**src/rtl/async_fifo_writer.sv**
```systemverilog
// Write-side distributor for the prefill FIFO bank. It takes one input stream and deals it
// round-robin to NUM_FIFO FIFOs in BURST-word groups, behind a single-entry hold register.
module async_fifo_writer #(
    parameter int DATA_WIDTH    = 16,
    parameter int NUM_FIFO      = 4,
    parameter int BURST         = 8,
    parameter int PREFILL_DEPTH = 16
) (
    input  logic                           wr_clk,
    input  logic                           wr_rstn,
    input  logic                           writer_en,
    input  logic                           in_valid,
    output logic                           in_ready,
    input  logic [DATA_WIDTH-1:0]          in_data,
    output logic [NUM_FIFO-1:0]            wr_en,
    input  logic [NUM_FIFO-1:0]            full,
    output logic [NUM_FIFO*DATA_WIDTH-1:0] wr_data,
    output logic [$clog2(NUM_FIFO)-1:0]    fifo_sel,
    output logic                           prefill_done
);

    // state   | meaning
    // IDLE    | waiting for writer_en, input not accepted
    // PREFILL | accepting words until every FIFO has its prefill share
    // STREAM  | continuous streaming, terminal until reset
    localparam logic [1:0] S_IDLE    = 2'd0;
    localparam logic [1:0] S_PREFILL = 2'd1;
    localparam logic [1:0] S_STREAM  = 2'd2;

    localparam int SEL_W  = $clog2(NUM_FIFO);
    localparam int TOTAL  = NUM_FIFO * PREFILL_DEPTH;
    localparam int CNT_W  = $clog2(TOTAL + 1);
    localparam int BEAT_W = (BURST > 1) ? $clog2(BURST) : 1;

    logic [1:0]            state_q, state_d;
    logic                  hold_valid_q, hold_valid_d;
    logic [DATA_WIDTH-1:0] hold_data_q, hold_data_d;
    logic [SEL_W-1:0]      hold_sel_q, hold_sel_d;
    logic [SEL_W-1:0]      sel_q, sel_d;
    logic [BEAT_W-1:0]     beat_q, beat_d;
    logic [CNT_W-1:0]      word_cnt_q, word_cnt_d;
    logic                  prefill_done_q, prefill_done_d;

    logic fire;
    logic accept;
    logic count_fire;

    assign fire       = hold_valid_q & ~full[hold_sel_q];
    assign in_ready   = writer_en & (state_q != S_IDLE) & (~hold_valid_q | fire);
    assign accept     = in_valid & in_ready;
    assign count_fire = fire & (word_cnt_q != CNT_W'(TOTAL));

    always_comb begin
        wr_en = '0;
        for (int k = 0; k < NUM_FIFO; k++) begin
            if (fire && (hold_sel_q == SEL_W'(k))) begin
                wr_en[k] = 1'b1;
            end
        end
    end

    assign wr_data      = {NUM_FIFO{hold_data_q}};
    assign fifo_sel     = sel_q;
    assign prefill_done = prefill_done_q;

    always_comb begin
        state_d        = state_q;
        hold_valid_d   = hold_valid_q;
        hold_data_d    = hold_data_q;
        hold_sel_d     = hold_sel_q;
        sel_d          = sel_q;
        beat_d         = beat_q;
        word_cnt_d     = word_cnt_q;
        prefill_done_d = prefill_done_q;

        case (state_q)
            S_IDLE: begin
                if (writer_en) begin
                    state_d = S_PREFILL;
                end
            end
            S_PREFILL: begin
                // words accepted so far = fired + the one still held
                if (accept && ((word_cnt_q + CNT_W'(hold_valid_q)) == CNT_W'(TOTAL - 1))) begin
                    state_d = S_STREAM;
                end
            end
            default: state_d = state_q;
        endcase

        if (accept) begin
            hold_valid_d = 1'b1;
            hold_data_d  = in_data;
            hold_sel_d   = sel_q;
            if (beat_q == BEAT_W'(BURST - 1)) begin
                beat_d = '0;
                sel_d  = (sel_q == SEL_W'(NUM_FIFO - 1)) ? '0 : sel_q + SEL_W'(1);
            end else begin
                beat_d = beat_q + BEAT_W'(1);
            end
        end else if (fire) begin
            hold_valid_d = 1'b0;
        end

        // the last prefill word may fire after entering STREAM, so count by value not state
        if (count_fire) begin
            word_cnt_d = word_cnt_q + CNT_W'(1);
            if (word_cnt_q == CNT_W'(TOTAL - 1)) begin
                prefill_done_d = 1'b1;
            end
        end
    end

    always_ff @(posedge wr_clk or negedge wr_rstn) begin
        if (!wr_rstn) begin
            state_q        <= S_IDLE;
            hold_valid_q   <= 1'b0;
            hold_data_q    <= '0;
            hold_sel_q     <= '0;
            sel_q          <= '0;
            beat_q         <= '0;
            word_cnt_q     <= '0;
            prefill_done_q <= 1'b0;
        end else begin
            state_q        <= state_d;
            hold_valid_q   <= hold_valid_d;
            hold_data_q    <= hold_data_d;
            hold_sel_q     <= hold_sel_d;
            sel_q          <= sel_d;
            beat_q         <= beat_d;
            word_cnt_q     <= word_cnt_d;
            prefill_done_q <= prefill_done_d;
        end
    end

endmodule

```
**config.mk**
```make
export PLATFORM = sky130hd
export DESIGN_NAME = async_fifo_writer
export DESIGN_NICKNAME = d
export VERILOG_FILES = /design/src/rtl/async_fifo_writer.sv
export SDC_FILE = /design/constraint.sdc
export NUM_CORES = 1
export LEC_CHECK = 0
export ABC_AREA = 1
export CAP_MARGIN = 20
export CORE_AREA = 2 2 78 80
export DETAILED_ROUTE_END_ITERATION = 8
export DIE_AREA = 0 0 80 82
export GPL_TIMING_DRIVEN = 0
export PLACE_DENSITY = 0.87
export RECOVER_POWER = 100
export SYNTH_ARGS = -nofsm -noshare
export SYNTH_HDL_FRONTEND = slang
export SYNTH_SLANG_ARGS = --single-unit
```
**constraint.sdc**
```tcl
create_clock -name wr_clk -period 1.54 [get_ports wr_clk]
set_input_delay 0.308 -clock wr_clk [delete_from_list [all_inputs] [get_ports wr_clk]]
set_output_delay 0.308 -clock wr_clk [all_outputs]
set_load 0.02 [all_outputs]
```
* Word-level counts from Yosys, hierarchy flattened
Cells that the tools add are included.
** Cells by class
- Add/sub/neg operators :: 4
- Order comparisons :: 1
- Equal/unequal tests :: 11
- Muxes and demuxes :: 13
- Bitwise logic cells :: 8
- Reductions and logical operators :: 13
** Operator list (count)
- 7-bit by 6-bit == test with 1-bit output (second input constant) :: 2
- 7-bit by 1-bit adder with 7-bit output :: 1
- 7-bit by 1-bit adder with 7-bit output (second input constant) :: 1
- 1-bit two-way mux :: 7
- 7-bit != test (second input constant) :: 1
- 2-bit == test (second input constant) :: 3
- 2-bit two-way mux :: 3
- 2-bit nonzero test :: 3
- 1-bit AND :: 5
- 1-bit logical AND :: 5
- 2-bit by 1-bit == test with 1-bit output (second input constant) :: 2
- 2-bit zero test :: 2
- 2-bit != test (second input constant) :: 2
- 2-bit case mux with 2 select lines :: 1
- 2-bit AND reduction :: 2
- 3-bit by 1-bit adder with 3-bit output (second input constant) :: 1
- 3-bit == test (second input constant) :: 1
- 2-bit by 3-bit < comparator with 1-bit output (second input constant) :: 1
- 3-bit two-way mux :: 1
- 3-bit AND reduction :: 1
- 2-bit by 1-bit adder with 2-bit output (second input constant) :: 1
- 1-bit binary-select mux with 2-bit select :: 1
- 1-bit NOT :: 2
- 1-bit OR :: 1
** Word-level totals
- Bits in registers :: 34
- Input port bits :: 24

* Logic depth before layout (Yosys ltp)
- Word-level depth :: 10
- Gate-level depth with buffers :: 11

* Worst setup path before layout
No wires, ideal clock.
- Path kind :: register to output
- Start :: register hold_sel_q[0]
- End :: output wr_en[2]
- Arrival time :: 1.391 ns
- Required time :: 1.232 ns
- Path slack :: -0.159 ns
- Stages on the path, launching flop included :: 9
- Cells stage by stage :: dfrtp_1 inv_2 nand2_1 nand2_1 nand2_2 nand2_4 nor2_4 inv_1 nor3_1
** Between the ends
- Word-level cells in the longest chain between the ends :: 6
- Elaborated cells between the ends (all ways) :: 7
- Those cells by class :: eq/ne (1); mux (3); bitwise (2); reduce/logical (1)
** Ends and longest elaborated chain
- from (decl) :: RTL line 38 : logic [SEL_W-1:0] hold_sel_q, hold_sel_d;
- from (signal assigned) :: RTL line 128 : hold_sel_q <= hold_sel_d;
- 1-bit binary-select mux with 2-bit select :: RTL line 48 : assign fire = hold_valid_q & ~full[hold_sel_q];
- 1-bit two-way mux (implied by the code) :: RTL line 48
- 1-bit NOT :: RTL line 48
- 1-bit AND :: RTL line 48
- 1-bit logical AND (*) :: RTL line 56 : if (fire && (hold_sel_q == SEL_W'(k))) begin
- 1-bit two-way mux (*) :: RTL line 56
- to (decl) :: RTL line 15 : output logic [NUM_FIFO-1:0] wr_en,
Mark *: on every way between the ends. The rest lies on a longest branch, timed or not. The select of a mux whose other input is x is not followed.

* Worst setup path in the final report
Same ends and word-level chain as after synthesis.

==> impl_metrics.toml <==
[run]
maxCapViolCount = 0

[synth]
synth_async_sr_flop_share = 1.00
ys.flop_type = "dfrtp_1"
yosysTopAreaCell = "dfrtp_1"
syn_avg_cell_area_sq_um = 8.31
yosys-top-cells-count = "nand2_1, buf_4, dfrtp_1"
synthesis.nets = 286
synth.area.top_cells = "dfrtp_1, buf_4, nand2_1"
synth.most_common_cell = "nand2_1"
ys_types = 25
netlist_area_sq_um = 2120
synthCells = 255
synth_edf_count = 0
synth-seq-area-share = 0.402
ys_ff_latch = 34
ys_warn_count = 0
yosysTopAreaCellShare = 0.402

[grt]
grt_pass1_vias = 1868
grt_pass1_wl_um = 8400
overflow = 0
grt_max_degree = 35
grt_usage = 0.162
antenna_found_initial = 0

[outcome]
status = "finished with violations"
violations = "setup timing"

[power_and_ir_drop]
p_leak_nw = 1.93
irDropWorstVdd_mv = 0.776
power_frac_clock = 0.124
power.density_nw_per_um2 = 1550
combPwrFrac = 0.594
seq_power_share = 0.282
intPower_mw = 3.11
switchingPower_mw = 2.35
p_sw_frac = 0.431

[worst_setup_path]
crit_type = "register to output pin"
reg2reg_to = "beat_q[0]$_DFFE_PN0P_"
worst-path-buf-inv = 4
crit_arrival_ps = 1530
worst_setup_path_end_kind = "output pin"
critical_path.max_fanout = 4
crit_family = "simple AND/OR/NAND/NOR gates"
cp-start-kind = "register"
critPathLaunch = "hold_sel_q[0]$_DFFE_PN0P_"
r2r_start = "hold_sel_q[0]$_DFFE_PN0P_"
r2r_setup_slack_ps = -190
path_depth = 10
path_cells = "inv_2 -> nand2_1 -> nand2_1 -> nand2_2 -> nand2_4 -> nor2_4 -> buf_6 -> inv_2 -> nor3_2 -> buf_4"
cp_slowest_cell = "dfrtp_1"
crit_end = "wr_en[2]"
reg2reg_depth = 13
max_stage_delay_ps = 410
cp_data_required_time_ps = 1230

[route]
dr.pass1.iters = 4
routed_via_density = 4.52
finalWirelength_um = 5750
vias = 2051
drc = 0
drtIter0Drc = 108
antenna_left = 0
wl_per_cell_um = 12.7

[worst_hold_path]
holdCritPathClass = "input pin to asynchronous set/reset pin"

[sta]
layout_setup_ws_ps = -300
worstMarginPinSlew_ps = 848
hold_slack_ps = 120
rsz0062_at_grt = "true"
setup_violations = 31
max_slew_margin = 0.435
min_period_over_period = 1.19
fmax_ghz = 0.543
skew_ps = 7.42
fin_crit_ps = 1840
drv_slew = 0
hold_violations = 0

[clock_network]
cts_buffers = 5
clockBufferDepth = 2
h-tree-depth = 2
hold_buffers = 0
clk_pin_slew_ps = 70
cts.sinks = 34
cts_root_buf = "clkbuf_8"
worstSkewPairLatency_ps = 280
cts_tree = "built"

[die]
die_x_um = 80
initial_utilization = 0.369
ios = 96
fp.dieH_um = 82
die-area_sq_um = 6560
num_rows = 28
core-area_sq_um = 5750

[finish]
areaGrowthSynthToFinish_pct = 65.9
drive_gt1_frac = 0.364
final_area_sq_um = 3510
n_fill_cell = 482
utilization = 0.612
fin_nets = 409
num_antenna_cells = 0

[place]
placed_cell_area_sq_um = 3160
dp_hpwl_um = 3910
gp_congestion = 0.845
io_buffer_count = 94
[worst min-delay path by stage]
stage                      startpoint                         end  slack, ps  depth (start not counted)
6_report                      wr_rstn  hold_data_q[5]$_DFFE_PN0P_        120                          1
5_1_grt                       wr_rstn   word_cnt_q[4]$_DFFE_PN0P_        190                          1
4_1_cts                       wr_rstn  hold_data_q[5]$_DFFE_PN0P_        110                          1
3_5_place_dp                  wr_rstn   word_cnt_q[5]$_DFFE_PN0P_        420                          1
3_3_place_gp   state_q[0]$_DFFE_PN0P_      state_q[0]$_DFFE_PN0P_        460                          2
2_1_floorplan                 wr_rstn       beat_q[0]$_DFFE_PN0P_         10                          0
[state kept, by name (all words and copies together) (netlist names)]
name,count
hold_data_q,16
state_q,2
hold_valid_q,1
word_cnt_q,7
hold_sel_q,2
beat_q,3
fifo_sel,2
prefill_done,1
[power by group through the flow]
stage | clock [mW] | sequential (mW) | combinational, mW
after floorplan | 0 | 1.62 | 1.77
after global placement | 0 | 1.50 | 3.07
after detailed placement | 0 | 1.52 | 3.17
after CTS | 0.684 | 1.49 | 2.99
after global routing | 0.735 | 1.60 | 3.48
final | 0.678 | 1.54 | 3.24
[layout by cell type (no fill, tap or decap), types with 3 or more instances in the layout]
cell type	Yosys	layout
nand4_1	3	3
buf_4	49	46
clkbuf_4	0	22
nand2_1	63	52
ha_1	7	5
nor2_4	1	4
inv_1	15	14
buf_6	3	8
nand2_2	12	18
nand3_1	28	27
xor2_1	3	3
nor2_1	11	7
clkbuf_8	0	6
dlygate4sd2_1	0	62
a21oi_1	4	3
clkdlybuf4s50_1	0	21
nand2_4	2	6
clkbuf_2	0	3
dfrtp_1	34	33
[logic make-up after synthesis]
| logic type | count (synthesis) | synth area share |
|---|---|---|
| and+or+nand+nor | 128 | 0.281 |
| buffers and inverters | 71 | 0.224 |
| DFF | 34 | 0.402 |
| AOI/OAI and AO/OA | 10 | 0.0313 |
| adders and majority gates | 7 | 0.0413 |
| xor gates and xnor gates | 5 | 0.0207 |
[final cells by class]
cell class / instances / area (sq um) / share of cell area
Timing Repair Buffer: 116 / 1040 / 0.295
Clock inverter: 2 / 12.5 / 0.00356
Multi-Input combinational cell: 150 / 937 / 0.267
Sequential cell: 34 / 852 / 0.242
Tap cell: 75 / 93.8 / 0.0267
Clock buffer: 6 / 82.6 / 0.0235
Inverter: 16 / 60.1 / 0.0171
Buffer: 55 / 438 / 0.125
[stage by stage]
| stage | power, mW | setup slack (ps) | std cells | TNS (ps) |
|---|---|---|---|---|
| finish | 5.46 | -300 | 454 | -4310 |
| global route | 5.81 | -430 | 454 | -7860 |
| CTS | 5.17 | -305 | 442 | -1460 |
| detailed placement | 4.69 | -1020 | 424 | -9910 |
| global placement | 4.57 | -994 | 424 | -26910 |
| floorplan | 3.39 | -28.3 | 255 | -56.5 |
[timing repair]
action                     in CTS  in global routing
gates resized for setup       101                 52
gates cloned                    0                  3
pin swaps                       3                 12
setup endpoints to repair      79                 43
setup buffers                  10                  9
[layer usage]
| metal | wire (um) | track usage | up-vias |
|---|---|---|---|
| li1 | - | - | 1003 |
| met4 | 106 | 0.0441 | 0 |
| met1 | 2210 | 0.173 | 959 |
| met3 | 372 | 0.0385 | 10 |
| met5 | 0 | 0 | - |
| met2 | 3060 | 0.317 | 79 |
Note: power is estimated with default switching activity, not from simulation.
